## src/rtl/ifft_pkg.sv

```systemverilog
`default_nettype none
// ============================================================================
// Module      : ifft_pkg
// Description : Shared defaults and the address bit-reverse helper.
// Revision    : 1.0 - initial release
// ============================================================================
package ifft_pkg;

    localparam int c_dw_default    = 28;
    localparam int c_depth_default = 32;
    localparam int c_max_aw        = 16;

    // Reverses the low w bits of a; bits at or above w are returned as zero.
    function automatic logic [c_max_aw-1:0] bit_reverse(input logic [c_max_aw-1:0] a,
                                                        input int w);
        logic [c_max_aw-1:0] r;
        r = '0;
        for (int i = 0; i < c_max_aw; i++) begin
            if (i < w) begin
                r[i] = a[w-1-i];
            end
        end
        return r;
    endfunction

endpackage
`default_nettype wire

```

## src/rtl/sp_bank_ram.sv

```systemverilog
`default_nettype none
// ============================================================================
// Module      : sp_bank_ram
// Description : One sample bank: synchronous write, registered read port.
// Revision    : 1.0 - initial release
// ============================================================================
module sp_bank_ram
    import ifft_pkg::*;
#(
    parameter int DW    = c_dw_default,
    parameter int DEPTH = c_depth_default,
    localparam int AW   = $clog2(DEPTH)
) (
    input  logic          clk,
    input  logic          we,
    input  logic [AW-1:0] waddr,
    input  logic [DW-1:0] wdata,
    input  logic          re,
    input  logic [AW-1:0] raddr,
    output logic [DW-1:0] rdata
);

    logic [DW-1:0] r_mem [DEPTH];
    logic [DW-1:0] r_q;

    // Contents are deliberately left uninitialised across reset.
    always_ff @(posedge clk) begin
        if (we) begin
            r_mem[waddr] <= wdata;
        end
        if (re) begin
            r_q <= r_mem[raddr];
        end
    end

    assign rdata = r_q;

endmodule
`default_nettype wire

```

## src/rtl/pp_sample_buf.sv

```systemverilog
`default_nettype none
// ============================================================================
// Module      : pp_sample_buf
// Description : Two-bank ping-pong sample buffer with optional bit-reversed reads.
// Revision    : 1.0 - initial release
// ============================================================================
module pp_sample_buf
    import ifft_pkg::*;
#(
    parameter int DW     = c_dw_default,
    parameter int DEPTH  = c_depth_default,
    parameter int BITREV = 0,
    localparam int AW    = $clog2(DEPTH)
) (
    input  logic          clk,
    input  logic          rst_n,
    input  logic          wr_en,
    input  logic [AW-1:0] waddr,
    input  logic [DW-1:0] wdata,
    input  logic          wr_done,
    output logic          wr_ready,
    input  logic          rd_en,
    input  logic [AW-1:0] raddr,
    output logic [DW-1:0] rdata,
    output logic          rd_valid,
    input  logic          rd_done,
    output logic          rd_ready,
    output logic          err_ovf,
    output logic          err_udf
);

    logic          r_wb;
    logic          r_rb;
    logic [1:0]    r_fc;
    logic          r_rd_valid;
    logic          r_rd_sel;
    logic          r_rd_loaded;
    logic          r_err_ovf;
    logic          r_err_udf;

    logic          w_wr_ready;
    logic          w_rd_ready;
    logic          w_wr_acc;
    logic          w_wd_acc;
    logic          w_rd_acc;
    logic          w_rdone_acc;
    logic [AW-1:0] w_eff_addr;
    logic [DW-1:0] w_bank_q [2];

    assign w_wr_ready  = (r_fc != 2'd2);
    assign w_rd_ready  = (r_fc != 2'd0);
    assign w_wr_acc    = wr_en   & w_wr_ready;
    assign w_wd_acc    = wr_done & w_wr_ready;
    assign w_rd_acc    = rd_en   & w_rd_ready;
    assign w_rdone_acc = rd_done & w_rd_ready;

    if (BITREV != 0) begin : g_bitrev
        assign w_eff_addr = AW'(bit_reverse(c_max_aw'(raddr), AW));
    end else begin : g_direct
        assign w_eff_addr = raddr;
    end

    // Pointer rules keep writer and reader on different banks whenever fc=1.
    for (genvar b = 0; b < 2; b++) begin : g_bank
        sp_bank_ram #(
            .DW    (DW),
            .DEPTH (DEPTH)
        ) u_ram (
            .clk   (clk),
            .we    (w_wr_acc && (r_wb == 1'(b))),
            .waddr (waddr),
            .wdata (wdata),
            .re    (w_rd_acc && (r_rb == 1'(b))),
            .raddr (w_eff_addr),
            .rdata (w_bank_q[b])
        );
    end

    always_ff @(posedge clk) begin
        if (!rst_n) begin
            r_wb        <= 1'b0;
            r_rb        <= 1'b0;
            r_fc        <= 2'd0;
            r_rd_valid  <= 1'b0;
            r_rd_sel    <= 1'b0;
            r_rd_loaded <= 1'b0;
            r_err_ovf   <= 1'b0;
            r_err_udf   <= 1'b0;
        end else begin
            if (w_wd_acc) begin
                r_wb <= ~r_wb;
            end
            if (w_rdone_acc) begin
                r_rb <= ~r_rb;
            end
            case ({w_wd_acc, w_rdone_acc})
                2'b10:   r_fc <= r_fc + 2'd1;
                2'b01:   r_fc <= r_fc - 2'd1;
                default: r_fc <= r_fc;
            endcase
            r_rd_valid <= w_rd_acc;
            if (w_rd_acc) begin
                r_rd_sel    <= r_rb;
                r_rd_loaded <= 1'b1;
            end
            if ((wr_en | wr_done) & ~w_wr_ready) begin
                r_err_ovf <= 1'b1;
            end
            if ((rd_en | rd_done) & ~w_rd_ready) begin
                r_err_udf <= 1'b1;
            end
        end
    end

    // The bank read registers hold between reads; r_rd_loaded gives rdata=0 after reset.
    assign rdata    = r_rd_loaded ? w_bank_q[r_rd_sel] : '0;
    assign rd_valid = r_rd_valid;
    assign wr_ready = w_wr_ready;
    assign rd_ready = w_rd_ready;
    assign err_ovf  = r_err_ovf;
    assign err_udf  = r_err_udf;

endmodule
`default_nettype wire

```

## config.mk

```make
export PLATFORM = sky130hd
export DESIGN_NAME = pp_sample_buf
export DESIGN_NICKNAME = d
export VERILOG_FILES = /design/src/rtl/ifft_pkg.sv /design/src/rtl/sp_bank_ram.sv /design/src/rtl/pp_sample_buf.sv
export SDC_FILE = /design/constraint.sdc
export NUM_CORES = 2
export LEC_CHECK = 0
export CORE_ASPECT_RATIO = 0.5
export CORE_MARGIN = 5
export CORE_UTILIZATION = 30
export DETAILED_ROUTE_END_ITERATION = 10
export PLACE_DENSITY = 0.45
export SYNTH_ARGS = -nofsm -noshare
export SYNTH_HDL_FRONTEND = slang
export SYNTH_SLANG_ARGS = --single-unit
```

## constraint.sdc

```tcl
create_clock -name clk -period 3.81 [get_ports clk]
set_input_delay 0.762 -clock clk [delete_from_list [all_inputs] [get_ports clk]]
set_output_delay 0.762 -clock clk [all_outputs]
set_load 0.01 [all_outputs]
```

Yosys cells after proc, flatten, opt, wreduce, memory -nomap -nowiden. Memories as Yosys holds them, arrays and structs flattened. A register that Yosys moved wholly into a read port is not among the register bits. Index checks and enable logic that the tools add are counted. W data, S select, Z words.

Register bits after elaboration: 9. Memory bits (writable): 1792. Input bits: 44. Output and inout bits: 33. Word-level logic and storage cells: 44. Memories: 2.

Memories: g_bank[0].u_ram.r_mem (words 32, bits a word 28, rd ports 1, clocked after memory_dff 1, write ports 1, line sp_bank_ram.sv:23) `logic [DW-1:0] r_mem [DEPTH];`; g_bank[1].u_ram.r_mem (words 32, bits a word 28, rd ports 1, clocked after memory_dff 1, write ports 1, line sp_bank_ram.sv:23).

$add $sub $neg: 2. Magnitude comparators: 1. Equal/unequal tests: 3. Multiplexer cells: 9. Bitwise logic cells: 13. Reduce and logical (&&, ||, !) cells: 6.

Operators by type and width (count): $mux W28 (4); $and A1 B1 Y1 (6); $logic_and A1 B1 Y1 (4); $mux W1 (4); $not A1 Y1 (4); $pmux W2 S2 (1); $reduce_bool A2 Y1 (2); $add A2 B1 Y2 const B (1); $eq A2 B1 Y1 const B (1); $eq A2 B2 Y1 const B (1); $ge A2 B2 Y1 const B (1); $ne A2 B2 Y1 const B (1); $not A1 Y2 (1); $or A1 B1 Y1 (2); $sub A2 B1 Y2 const B (1).

Longest topological paths before layout.
Depth in word-level cells: 5. Depth in mapped cells: 8. Mapped depth without buffers: 6.

Modules after synthesis. Synthesis repeated with hierarchy kept, for this count alone.

Cell total of the unflattened synthesis: 4076. Area, all modules: 72258.1 um2.

By module, submodules not included: sp_bank_ram (times used 2, cells an instance 1984, area an instance 35731.8 um2, sequential area each 27746.6 um2); pp_sample_buf (times used 1, cells an instance 108, area an instance 794.5 um2, sequential area each 180.2 um2).

Worst setup path before layout. OpenSTA, ideal clock, no wires.

Path type: input to register. From: input port waddr[3]. To: memory g_bank[1].u_ram.r_mem[11][0] in the netlist's numbering (enable). Library setup time: 0.413 ns. Arrival time: 2.794 ns. Required time: 3.397 ns. Path slack: 0.603 ns. Cell stages on the path: 4. Path buffers: 2. Cell sequence: clkbuf_1 or3b_2 clkbuf_1 nor2_1.

RTL lines: from (decl) (line pp_sample_buf.sv:18) `input logic [AW-1:0] waddr,`; to (decl) (line sp_bank_ram.sv:23).

No word-level cell before the write port.

Final worst setup path.
From: register r_rd_sel. To: output port rdata[5].

Longest elaborated chain between the ends: 5.

Ends and longest elaborated chain: from (decl) (line pp_sample_buf.sv:36) `logic r_rd_sel;`; from (signal assigned) (line pp_sample_buf.sv:103) `r_rd_sel <= r_rb;`; $not A1 Y2 (not written as such) (line pp_sample_buf.sv:116) `assign rdata = r_rd_loaded ? w_bank_q[r_rd_sel] : '0;`; $mux W28 (not written as such) (3 in series) (line pp_sample_buf.sv:116); $mux W28 (line pp_sample_buf.sv:116); to (decl) (line pp_sample_buf.sv:24) `output logic [DW-1:0] rdata,`.

Every way passes these cells. The select of a mux whose other input is x is not followed.

==> impl_results.md <==
* Outcome: complete, no violations
* Global route overflow at 0
* Worst VDD drop at approximately 0.00033 V
* First DRT Iteration DRCs at between 2,000 and 3,000
* Vias in the first global route at 38,800
* Vias per cell at 4.93
* Hold Crit Class: register to register
* Hold depth at 1
* First-pass GRT wire length at between 200 and 300 mm
* Final WL at around 210 mm
* Total CTS buffers at 189
* Final Hold Fails at 0
* Crit Path Max Fanout at 15
* Crit end category: output pin
* Post-cts hold buffer count at 0
* Hold WS at around 0.47 ns
* Clock latency on the worst-skew pair at roughly 0.81 ns
* Flops & latches, synth at approximately 1,900
* NumNets Final at about 4,400
* Share of layout cells above drive strength 1 at 0.137
* WP data arrival at ~2.9 ns
* FF+latch area at 55,700 sq um
* CTS Buffer Depth at 4
* Initial antenna violation count at 21
* CTS tree: yes
* Worst-path clk slew at ~0.070 ns
* Chip width at 704 um
* Hold_sp: err_ovf
* Area grow syn2layout at 17.7%
* Synth cell types at 34
* Post-Layout Inst Area at around 85,000 sq um
* Final worst slack at about 0.19 ns
* Io pins at 77
* Clock Sinks at between 1,500 and 2,000
* Root buf cell: clkbuf_16
* Core ar. at approximately 240,000 sq um
* Clock skew at 0.0363 ns
* Via count at about 38,000
* Startpoint Class: register
* Worst Path Required at 3.05 ns
* Syn Area/Cell at approximately 18 sq um
* Filler cell count at between 20,000 and 25,000
* Gr usage total at 0.163
* Syn_nets at between 4,000 and 5,000
* Die height at between 300 and 400 um
* WS Path Type: register to output pin
* Detailed placement HPWL at 123 mm
* Post-route antenna net violation count at 0
* DP Area at roughly 80,000 sq um
* Fmax at approximately 0.28 GHz
* Post_cts resized at 0
* Yosys warning count at 0
* Post-route minimum period at about 3.6 ns
* Pwr dens at 515 nW/um^2
* Die ar. at about 250,000 sq um
* Routed WL per cell at 27.1 um
* Final setup viols at 0
* Max Slew Vio Count at 0
* Initial core utilization at 0.301
* Cell row count at between 100 and 150
* Dpl ws at 0.0482 ns
* Largest net degree at the start of global routing at 74
* RSZ-0062 raised after global routing: no
* H-tree Lvls at 4
* RePlAce Congestion at 0.782
* Final cycle utilization of the critical path at 0.951
* Worst Hold Path EP: err_ovf
* Origin of the critical flop-to-flop path: r_fc[0]
* Buffers on Ports at 76
* Setup TNS at 0 ns
* Register area share after synthesis at 0.770
* Synthesized cell area at slightly above 70,000 sq um
* R2R Setup Slk at approximately 1.4 ns
* R2R depth at 6
* Crit Reg-Reg Endpoint: g_bank[1].u_ram.r_mem[15][17]
* Post-Syn Instances at 4,065
* Slew margin rel. at 0.0576
* Leak pwr at 28.8 nW
* Max-cap violations at 0
* Multi-input logic area at 15,600 sq um
* Worst slew pin tran at 1.41 ns
* Post-CTS Setup Repair Bufs at 0
* Drt drc at 0
* Pre-Repair DR Iteration Count at 5
[flip-flops by register name, summed over array words and instances (netlist names)]
signal,count
g_bank.u_ram.r_mem,1792
g_bank.u_ram.rdata,56
r_fc,2
err_ovf,1
err_udf,1
r_rb,1
r_rd_loaded,1
r_rd_sel,1
r_wb,1
rd_valid,1
[worst max-delay path by stage]
stage / cells after the start / slack [ns] / endpoint / from
finish: 3 / 0.19 / rdata[5] / r_rd_sel
global route: 4 / 0.04 / rdata[0] / r_rd_sel
CTS: 4 / 0.05 / rdata[1] / r_rd_sel
detailed placement: 8 / 0.05 / g_bank[1].u_ram.rdata[8] / raddr[0]
global placement: 8 / 0.09 / g_bank[1].u_ram.rdata[8] / raddr[0]
floorplan: 4 / 0.60 / g_bank[1].u_ram.r_mem[11][0] / waddr[3]
[logic make-up (layout without fill, tap and decap cells)]
| logic type | Yosys count | after routing | synth area share |
|---|---|---|---|
| buffers and inverters | 237 | 661 | 0.0206 |
| and+or+nand+nor | 532 | 532 | 0.0326 |
| muxes | 924 | 924 | 0.128 |
| xor gates and xnor gates | 4 | 4 | 0.000485 |
| DFF | 1857 | 1857 | 0.770 |
| AOI/OAI and AO/OA | 510 | 510 | 0.0481 |
| other | 0 | 7 | 0 |
| adders and majority gates | 1 | 1 | 0.000173 |
[routing by layer]
layer | global-route usage | vias to the layer above | share of wire
li1 | - | 16700 | -
met1 | 0.230 | 20200 | 0.46
met2 | 0.272 | 819 | 0.48
met3 | 0.0217 | 257 | 0.042
met4 | 0.0307 | 4 | 0.017
met5 | 0 | - | 0.00013
[layout by cell type (no fill, tap or decap), types with 41 or more instances in the layout]
master           count
a21oi_1            168
a22o_1             112
a22oi_1            168
a31oi_1             56
buf_12             114
buf_4              139
clkbuf_16          193
clkdlybuf4s50_1     47
clkinv_1            41
edfxtp_1          1848
mux2i_1            924
nand2_1            178
nand3_1            171
nor2_4              60
nor3_1              56
[cell usage after synthesis]
| cell type | number | area [sq um] |
|---|---|---|
| buf_1 | 9 | 33.8 |
| nor2_2 | 1 | 6.26 |
| nor3_1 | 56 | 280 |
| a22oi_1 | 168 | 1260 |
| nor2b_1 | 4 | 25.0 |
| buf_8 | 1 | 15.0 |
| mux2i_1 | 924 | 9250 |
| and3_1 | 3 | 18.8 |
| buf_6 | 47 | 529 |
| nor2_1 | 100 | 375 |
| nand3b_1 | 3 | 22.5 |
| a22o_1 | 112 | 981 |
| xor2_1 | 1 | 8.76 |
| buf_2 | 38 | 190 |
| o21a_1 | 3 | 22.5 |
| or2_2 | 1 | 6.26 |
| inv_1 | 1 | 3.75 |
| nand2b_1 | 3 | 18.8 |
| or3b_2 | 2 | 17.5 |
| buf_4 | 50 | 375 |
| xnor2_1 | 3 | 26.3 |
| and2_1 | 6 | 37.5 |
| nand3_1 | 171 | 856 |
| edfxtp_1 | 1848 | 55500 |
| dfxtp_1 | 9 | 180 |
| a31oi_1 | 56 | 350 |
| ha_1 | 1 | 12.5 |
| o21ai_0 | 1 | 5.00 |
| or3_1 | 2 | 12.5 |
| a21oi_1 | 168 | 841 |
| nand2_1 | 179 | 672 |
| clkbuf_1 | 91 | 342 |
| or2_1 | 1 | 6.26 |
| a21boi_0 | 2 | 15.0 |
[final cells by class]
cell class,count,area share
Clock buffer,228,0.0584
Multi-Input combinational cell,1971,0.184
Timing Repair Buffer,328,0.0463
Inverter,1,0.0000441
Sequential cell,1857,0.654
Clock inverter,104,0.00973
Antenna cell,7,0.000206
Tap cell,3225,0.0474
[metrics by stage]
stage / util / total power [mW] / cells
2_1_floorplan: - / 24.7 / 4065
4_1_cts: 0.355 / 44.3 / 7714
3_3_place_gp: 0.331 / 26.4 / 7382
6_report: 0.355 / 43.8 / 7721
3_5_place_dp: 0.331 / 26.5 / 7382
5_1_grt: 0.355 / 45.4 / 7714
[where the power goes]
group / total, mW / switching (mW) / leakage (nW) / internal (mW)
registers: 23.0 / 0.216 / 16.7 / 22.8
clock network: 17.8 / 7.70 / 2.85 / 10.1
logic: 2.97 / 1.97 / 9.24 / 1.00
total: 43.8 / 9.88 / 28.8 / 33.9
[critical path: stages (launching register included)]
cell and delay [ns]:
dfxtp_2 0.78, mux2i_1 0.65, nor2_1 0.08, clkdlybuf4s50_1 0.50
Power figures use the tool's default switching activity.
